[src/rtl/matrix_ascii_streamer.sv]
// matrix_ascii_streamer: snapshots a matrix and streams it as decimal ASCII text over a uart_tx byte handshake
module matrix_ascii_streamer #(
  parameter int DATA_WIDTH = 8,
  parameter int MAX_DIM = 5,
  parameter int SIGNED = 0,
  localparam int DW = 3
) (
  input  logic                                  clk,
  input  logic                                  rst_n,
  input  logic                                  start,
  input  logic [DW-1:0]                         matrix_row,
  input  logic [DW-1:0]                         matrix_col,
  input  logic [MAX_DIM*MAX_DIM*DATA_WIDTH-1:0] data_flat,
  output logic                                  busy,
  output logic                                  done,
  output logic                                  err,
  output logic [7:0]                            tx_data,
  output logic                                  tx_start,
  input  logic                                  tx_busy
);
  function automatic int calc_ndig(int w);
    longint m;
    int n;
    m = (longint'(1) << w) - 1;
    n = 0;
    while (m > 0) begin
      m = m / 10;
      n++;
    end
    return n;
  endfunction
  localparam int NDIG = calc_ndig(DATA_WIDTH);
  localparam logic [DW-1:0] MD = DW'(MAX_DIM);
  typedef enum logic [2:0] {IDLE, CHECK, CONV, SEND, WAIT_ACK, WAIT_DONE, NEXT, DONE} state_t;
  state_t state, state_n;
  logic [DW-1:0] rows, cols, r, c, nr, nc;
  logic [MAX_DIM*MAX_DIM*DATA_WIDTH-1:0] snap;
  logic [DATA_WIDTH-1:0] mag, elem, elem_mag;
  logic [4*NDIG-1:0] bcd, bcd_adj;
  logic neg, elem_neg, bad, last_col, last_elem, lead;
  logic [4:0] cnt;
  logic [3:0] idx, q_len, dig;
  logic [7:0] q [16];
  assign bad = rows == '0 || cols == '0 || rows > MD || cols > MD;
  assign last_col = c == cols - 1'b1;
  assign last_elem = last_col && r == rows - 1'b1;
  // CHECK loads element (0,0); NEXT loads the element it is advancing to
  assign nc = (state == NEXT && !last_col) ? c + 1'b1 : '0;
  assign nr = state != NEXT ? '0 : last_col ? r + 1'b1 : r;
  assign elem = snap[(int'(nr) * MAX_DIM + int'(nc)) * DATA_WIDTH +: DATA_WIDTH];
  assign elem_neg = SIGNED != 0 && elem[DATA_WIDTH-1];
  assign elem_mag = elem_neg ? -elem : elem;
  always_comb begin
    bcd_adj = bcd;
    for (int i = 0; i < NDIG; i++)
      bcd_adj[4*i +: 4] = bcd[4*i +: 4] > 4'd4 ? bcd[4*i +: 4] + 4'd3 : bcd[4*i +: 4];
  end
  // Text of the current element: sign, digits without leading zeros, separator
  always_comb begin
    for (int i = 0; i < 16; i++) q[i] = 8'h00;
    q_len = '0;
    lead = 1'b1;
    dig = '0;
    if (neg) begin
      q[0] = 8'h2D;
      q_len = 4'd1;
    end
    for (int i = NDIG - 1; i >= 0; i--) begin
      dig = bcd[4*i +: 4];
      if (dig != 4'd0 || !lead || i == 0) begin
        q[q_len] = {4'h3, dig};
        q_len = q_len + 4'd1;
        lead = 1'b0;
      end
    end
    if (last_col) begin
      q[q_len] = 8'h0D;
      q[q_len + 4'd1] = 8'h0A;
      q_len = q_len + 4'd2;
    end else begin
      q[q_len] = 8'h20;
      q_len = q_len + 4'd1;
    end
  end
  always_comb begin
    state_n = state;
    case (state)
      IDLE:      state_n = start ? CHECK : IDLE;
      CHECK:     state_n = bad ? IDLE : CONV;
      CONV:      state_n = cnt == 5'(DATA_WIDTH - 1) ? SEND : CONV;
      SEND:      state_n = tx_busy ? SEND : WAIT_ACK;
      WAIT_ACK:  state_n = WAIT_DONE;
      WAIT_DONE: state_n = tx_busy ? WAIT_DONE : idx < q_len ? SEND : NEXT;
      NEXT:      state_n = last_elem ? DONE : CONV;
      default:   state_n = IDLE;
    endcase
  end
  assign busy = !(state == IDLE || state == DONE || (state == CHECK && bad));
  assign done = state == DONE;
  assign err = state == CHECK && bad;
  assign tx_start = state == SEND && !tx_busy;
  assign tx_data = state == SEND ? q[idx] : 8'h00;
  always_ff @(posedge clk or negedge rst_n) begin
    if (!rst_n) begin
      state <= IDLE;
      rows <= '0;
      cols <= '0;
      snap <= '0;
      r <= '0;
      c <= '0;
      mag <= '0;
      neg <= 1'b0;
      bcd <= '0;
      cnt <= '0;
      idx <= '0;
    end else begin
      state <= state_n;
      if (state == IDLE && start) begin
        rows <= matrix_row;
        cols <= matrix_col;
        snap <= data_flat;
      end
      if (state == CHECK || state == NEXT) begin
        r <= nr;
        c <= nc;
        mag <= elem_mag;
        neg <= elem_neg;
        bcd <= '0;
        cnt <= '0;
      end
      if (state == CONV) begin
        bcd <= {bcd_adj[4*NDIG-2:0], mag[DATA_WIDTH-1]};
        mag <= mag << 1;
        cnt <= cnt + 1'b1;
        idx <= '0;
      end
      if (state == SEND && !tx_busy) idx <= idx + 1'b1;
    end
  end
endmodule
[config.mk]
export PLATFORM = sky130hd
export DESIGN_NAME = matrix_ascii_streamer
export DESIGN_NICKNAME = d
export VERILOG_FILES = /design/src/rtl/matrix_ascii_streamer.sv
export SDC_FILE = /design/constraint.sdc
export NUM_CORES = 1
export LEC_CHECK = 0
export CAP_MARGIN = 30
export CORE_MARGIN = 2
export CORE_UTILIZATION = 39
export DETAILED_ROUTE_END_ITERATION = 16
export GPL_ROUTABILITY_DRIVEN = 1
export PLACE_DENSITY = 0.59
export SYNTH_ARGS = -nofsm -noshare
export SYNTH_HDL_FRONTEND = slang
export SYNTH_SLANG_ARGS = --single-unit
[constraint.sdc]
create_clock -name clk -period 5.5 [get_ports clk]
set_clock_uncertainty 0.05 [all_clocks]
set_input_delay 1.375 -clock clk [delete_from_list [all_inputs] [get_ports clk]]
set_output_delay 1.375 -clock clk [all_outputs]
set_load 0.1 [all_outputs]
== Word level (Yosys, flattened, before mapping) ==
Index checks and enable logic that the tools add are counted.
Storage, ports and cells
  register bits after elaboration: 244
  input port bits: 210
  output and inout port bits: 12
  logic and storage cells: 134
Cells by class
  add/sub/neg operators: 14
  multipliers: 1
  $lt $le $gt $ge: 15
  equality and inequality tests: 11
  shift operators: 1
  muxes and demuxes: 42
  bitwise gates (word level): 14
  reduce and logical (&&, ||, !) cells: 26
Operators with widths (number)
  $bwmux W128: 2
  $mux W128: 2
  $shiftx A200 B11 Y8: 1
  $demux W8 S4: 4
  $mux W126: 1
  $and A112 B112 Y112: 1
  $not A112 Y112: 1
  $and A96 B96 Y96: 1
  $not A96 Y96: 1
  $and A80 B80 Y80: 1
  $not A80 Y80: 1
  $mux W8: 9
  $or A48 B48 Y48: 1
  $bmux W8 S4: 1
  $or A32 B32 Y32: 1
  $ge A5 B5 Y1 const B: 5
  $not A4 Y5: 5
  $mux W12: 2
  $mux W3: 8
  $mux W4: 6
  $pmux W3 S7: 1
  $lt A5 B1 Y1 const B: 4
  $add A4 B1 Y4 const B: 4
  $or A16 B16 Y16: 1
  other kinds (25): 60

== Depth between registers and ports, before layout ==
  depth after elaboration: 18
  gate-level depth with buffers: 18
  depth with buffers taken out: 16

== Least setup slack after synthesis ==
OpenSTA, ideal clock, no wires.
  path kind: register to output
  from: register bcd[4]
  to: output tx_data[4]
  arrival: 3.468 ns
  data required time: 4.075 ns
  slack: 0.607 ns
  stages on the path, launching flop included: 8
  path through: dfrtp_1 inv_1 ha_1 or3b_2 buf_2 nor2_1 o21a_1 a211oi_1
Between the ends
  cells in the longest elaborated chain, start to end: 17
  elaborated cells between the ends (all ways): 36
  classes of those cells: 2 x add/sub; 6 x order compare; 14 x mux; 9 x bitwise; 5 x reduce/logical
Ends and longest elaborated chain
  start, declared: line 39  | logic [4*NDIG-1:0] bcd, bcd_adj;
  start signal, assigned: line 132  | bcd <= {bcd_adj[4*NDIG-2:0], mag[DATA_WIDTH-1]};
  $reduce_bool A4 Y1 (*): line 70  | if (dig != 4'd0 || !lead || i == 0) begin
  $logic_or A1 B1 Y1 (*): line 70
  $mux W4: line 70
  $add A4 B1 Y4: line 72  | q_len = q_len + 4'd1;
  $add A4 B1 Y4 / $not A4 Y5 (equally long branches): line 78, 77, 81
  $not A4 Y5 (not written as such), or another cell as far along: line 78  | q[q_len + 4'd1] = 8'h0A;
  $ge A5 B5 Y1 (not written as such), or another cell as far along: line 78
  $logic_and A1 B1 Y1 (not written as such) / $mux W8 (equally long branches): line 78, 77, 81
  $mux W8 (not written as such) / $demux W8 S4 (equally long branches): line 78, 77, 81
  $demux W8 S4 / $not A80 Y80 (equally long branches)
  $not A96 Y96 (no source line) / $and A80 B80 Y80 (equally long branches)
  $and A96 B96 Y96 (no source line)
  $mux W128 (*): line 76  | if (last_col) begin
  $bmux W8 S4 (*): line 102  | assign tx_data = state == SEND ? q[idx] : 8'h00;
  $mux W8 (not written as such) (*) (2 in a row): line 102
  $mux W8 (*): line 102
  end, declared: line 17  | output logic [7:0] tx_data,
Mark *: on every way between the ends. The rest lies on a longest branch, timed or not. The select of a mux whose other input is x is not followed.

== Worst setup path after layout ==
  from: register rows[1]
  to: output busy
Between the ends
  cells in the longest elaborated chain, start to end: 7
  elaborated cells between the ends (all ways): 8
  classes of those cells: 1 x order compare; 7 x reduce/logical
Ends and longest elaborated chain
  start, declared: line 36  | logic [DW-1:0] rows, cols, r, c, nr, nc;
  start signal, assigned: line 119  | rows <= matrix_row;
  branches (longest 2 deep; another with $gt A3 B3 Y1)
  $logic_or A1 B1 Y1 (*) (2 in a row): line 44  | assign bad = rows == '0 || cols == '0 || rows > MD || cols > MD;
  $logic_and A1 B1 Y1 (*): line 98  | assign busy = !(state == IDLE || state == DONE || (state == CHECK && bad));
  $logic_or A1 B1 Y1 (*): line 98
  $logic_not A1 Y1 (*): line 98
  end, declared: line 14  | output logic busy,
Mark *: on every way between the ends.

==> metrics.txt <==
Detail Route Antenna Nets=0; clock share of power=22.4%; data required time at the worst endpoint=4.07 ns; Synth Warn #=0; average wire per cell in the routed design=19.73 microns; Register Area=0.006106 sq mm; pin count of the biggest net entering global routing=123; combinational power share=38.7%; number of design-rule violations left by the first detailed-router iteration=368; placed cell area=0.01479 sq mm; cell family contributing the most delay on the critical path=buffers and inverters; largest stage delay on the critical path=1.14 ns; sequential power share=38.8%; Buf+Inv Stages, Crit Path=2; Worst Hold Class=register to register; clock sink count=244; Switching Fraction=33.48%; total count of max-transition violations in the final report=0; I/O Buffers=219; area share of and/or/nand/nor cells after synthesis=5.587%; Synth Area per Inst=13.49 sq um; slowest library cell on the worst path=clkdlybuf4s50_1; Detailed Route WL=30.44 mm; number of buffers on the longest clock path=3; DRC errors left=0; final-stage net count=1355; ratio of cells with drive above 1 in the final layout=26.60%; clock-pin slew of the registers on the worst-case setup and hold paths=0.05 ns; final setup violation count=0; number of placement rows=65; RD Place Congestion=0.7758; switching component of the power=2.760 mW; 1st-pass router iterations=4; slew of the pin with the lowest slew margin=0.9738 ns; via count of the first global-routing pass=8619; critical path fanouts, max=4; final period demand of the worst path=4.650 ns; total track usage=18.64%; portion of netlist area occupied by mux cells=28.58%; startpoint types=register; horizontal die dimension=181.7 microns; CTS Buf Count=29; Core Box Area=0.03131 sq mm; worst voltage drop across the vdd grid=0.3083 mV; async set-or-reset flop fraction in the synthesized netlist=100.0%; post-detailed-placement half-perimeter wirelength=21.70 mm; xor and xnor fraction of the mapped netlist area=1.564%; netlist area before placement=0.01232 sq mm; global-route wire length before repair=48.67 mm; count of different cell masters after synthesis=64; Worst setup startpoint=rows[1]; post-layout instance area=0.01571 sq mm; Final period util=84.54%; CTS Root Buffer Type=clkbuf_16; vertical die dimension=181.7 microns; synthesized-area fraction occupied by ao, oa, aoi and oai cells=8.086%; hold path startpoint=snap[67]; I/O pin count=222; final number of hold-violating endpoints=0; clock tree from TritonCTS=built; Die Area=0.03302 sq mm; synthesized instance count=913; sum of negative setup slack=0 ns; startpoint of the most critical register-to-register path=cols[0]; highest attainable clock frequency=215.1 MHz; number of vias after detailed routing=8199; main flop type after synthesis=dfrtp_1; internal power consumption=5.485 mW; Crit path arrival time=3.22 ns; RSZ-0062 raised after global routing=false; antenna violations before repair=6; run status=finished, final reports clean; sequential area share after synthesis=49.57%; EDFF count, synth=0; filler instances=2740; maximum level of the CTS H-tree=1; maxcap violations=0; clock latency on the worst-skew pair=0.55 ns; post-route core utilization=50.18%; area growth from synthesis to layout=27.57%; Avg Vias per Cell=5.314; gr ovfl total=0; dominant combinational cell family by area after synthesis=multiplexers; cell breakdown of the critical path=inv_1 -> ha_1 -> o21bai_1 -> o32ai_1 -> a221oi_1 -> a211oi_1 -> nor2_1 -> clkdlybuf4s50_1; Static Leak=6.360 nW; Worst Setup End Kind=output pin; adder and majority gate portion of the synthesized area=2.702%; quantity of hold-fixing buffers added after cts=0; power density over cell area=524.7 mW/mm^2; post-synthesis sequential element count=244; number of buffers inserted by post-CTS setup repair=0; number of gates resized after cts=0; Starting Density=39.34%; area taken by multi-input logic gates=0.005773 sq mm; category of the most critical setup path=register to output pin; Max-Slew Margin vs Limit=34.88%
## per-layer routing
| layer | share of wire [%] | global-route usage [%] | wire length (microns) |
|---|---|---|---|
| met5 | 0.13 | 0 | 39 |
| met4 | 1.4 | 2.992 | 429 |
| met3 | 6.6 | 5.174 | 2000 |
| met2 | 48 | 31.59 | 14740 |
| met1 | 43 | 24.34 | 13230 |
## cell usage after synthesis (2+ instances only)
| cell | number | share of area, % |
|---|---|---|
| o211ai_1 | 10 | 0.61 |
| dfrtp_1 | 244 | 50 |
| mux4_2 | 25 | 4.6 |
| a211o_1 | 2 | 0.14 |
| nor2_1 | 28 | 0.85 |
| a21o_1 | 4 | 0.24 |
| inv_1 | 26 | 0.79 |
| a221oi_1 | 9 | 0.64 |
| o21a_1 | 4 | 0.24 |
| a31oi_1 | 5 | 0.25 |
| mux4_1 | 23 | 4.9 |
| xnor2_1 | 6 | 0.43 |
| xor2_1 | 9 | 0.64 |
| nand3b_1 | 4 | 0.24 |
| a21oi_1 | 24 | 0.98 |
| o21ai_0 | 39 | 1.6 |
| buf_6 | 4 | 0.37 |
| a22o_1 | 12 | 0.85 |
| buf_4 | 21 | 1.3 |
| and3_1 | 4 | 0.20 |
| a22oi_1 | 9 | 0.55 |
| nand2_1 | 43 | 1.3 |
| clkbuf_1 | 13 | 0.40 |
| nand3_1 | 19 | 0.77 |
| nor4_1 | 2 | 0.10 |
| o2bb2ai_1 | 7 | 0.50 |
| buf_12 | 2 | 0.33 |
| conb_1 | 2 | 0.061 |
| nor2b_1 | 3 | 0.15 |
| o221ai_1 | 3 | 0.21 |
| ha_1 | 25 | 2.5 |
| a311oi_1 | 3 | 0.21 |
| xnor3_1 | 2 | 0.37 |
| a211oi_1 | 3 | 0.18 |
| nor3b_2 | 2 | 0.20 |
| nor3_1 | 13 | 0.53 |
| mux2i_1 | 10 | 0.81 |
| mux2_2 | 200 | 18 |
| buf_2 | 17 | 0.69 |
| nand2b_1 | 8 | 0.41 |
## metrics by stage
stage / power [mW] / hold slack (ns) / setup slack [ns] / instances
6_report: 8.245 / 0.4487 / 0.8501 / 1543
4_1_cts: 8.352 / 0.4509 / 0.8103 / 1541
2_1_floorplan: 5.600 / 0.4218 / 0.6066 / 914
3_5_place_dp: 6.458 / 0.4382 / 1.041 / 1490
3_3_place_gp: 6.397 / 0.4317 / 1.080 / 1490
5_1_grt: 8.779 / 0.4566 / 0.6483 / 1541
## state kept, by name (all words and copies together), names as in the netlist
register,count
state,3
snap,200
cols,3
c,3
idx,4
rows,3
r,3
bcd,12
cnt,5
mag,8
## cell usage in the layout, fill, tap and decap left out, drive strengths merged, types with 9 or more instances in the layout
cell,count
clkbuf,42
o21ai,39
a22o,12
nor2,30
nand3,19
a221oi,10
buf,20
nand2,44
ha,25
mux4,48
clkdlybuf4s50,211
a21oi,24
o211ai,10
a22oi,9
mux2,200
nor3,14
inv,28
xor2,9
dfrtp,244
mux2i,10
## power groups by stage
stage | Combinational, mW | Clock [mW] | Sequential [mW]
after global placement | 3.18 | 0 | 3.22
after global routing | 3.48 | 1.98 | 3.32
after detailed placement | 3.23 | 0 | 3.23
after CTS | 3.24 | 1.90 | 3.20
after floorplan | 2.63 | 0 | 2.97
final | 3.19 | 1.85 | 3.20
## cell type report
cell class	count	share of cell area (%)
multi-input combinational	587	36.74
sequential	244	38.86
clock inverter	9	0.6132
inverter	26	0.6211
timing repair buffer	231	14.68
antenna	2	0.03185
clock buffer	42	5.248
tap	402	3.201
## logic make-up (layout without fill, tap and decap cells)
kind of cell             after synthesis  after routing
AO/OA/AOI/OAI                        146            146
AND/OR/NAND/NOR                      136            136
XOR/XNOR                              18             18
adder cells (fa/ha/maj)               26             26
multiplexers                         258            258
other                                  2              5
buffers and inverters                 83            308
flip-flops                           244            244
## final timing paths
check	slack [ns]	depth (start not counted)	endpoint
worst min register to register	0.45	1	snap[67]
worst max-delay path	0.85	8	busy
worst min-delay path	0.45	1	snap[67]
min in group asynchronous	0.87	1	snap[121]
max in group asynchronous	3.37	2	snap[157]
worst max register to register	1.00	15	mag[0]
## worst register-to-register path, cell delays in order, from the launching register on
cell,delay (ns)
dfrtp_1,0.40
inv_1,0.10
ha_1,0.31
xor2_1,0.17
and3_1,0.15
buf_4,0.17
xnor2_1,0.14
nor2_1,0.24
ha_1,0.29
ha_1,0.30
inv_1,0.06
fa_1,0.50
xor2_1,0.68
mux4_2,0.64
nand3_1,0.10
o211ai_1,0.08
No activity file was read; power rests on OpenSTA's default activity.
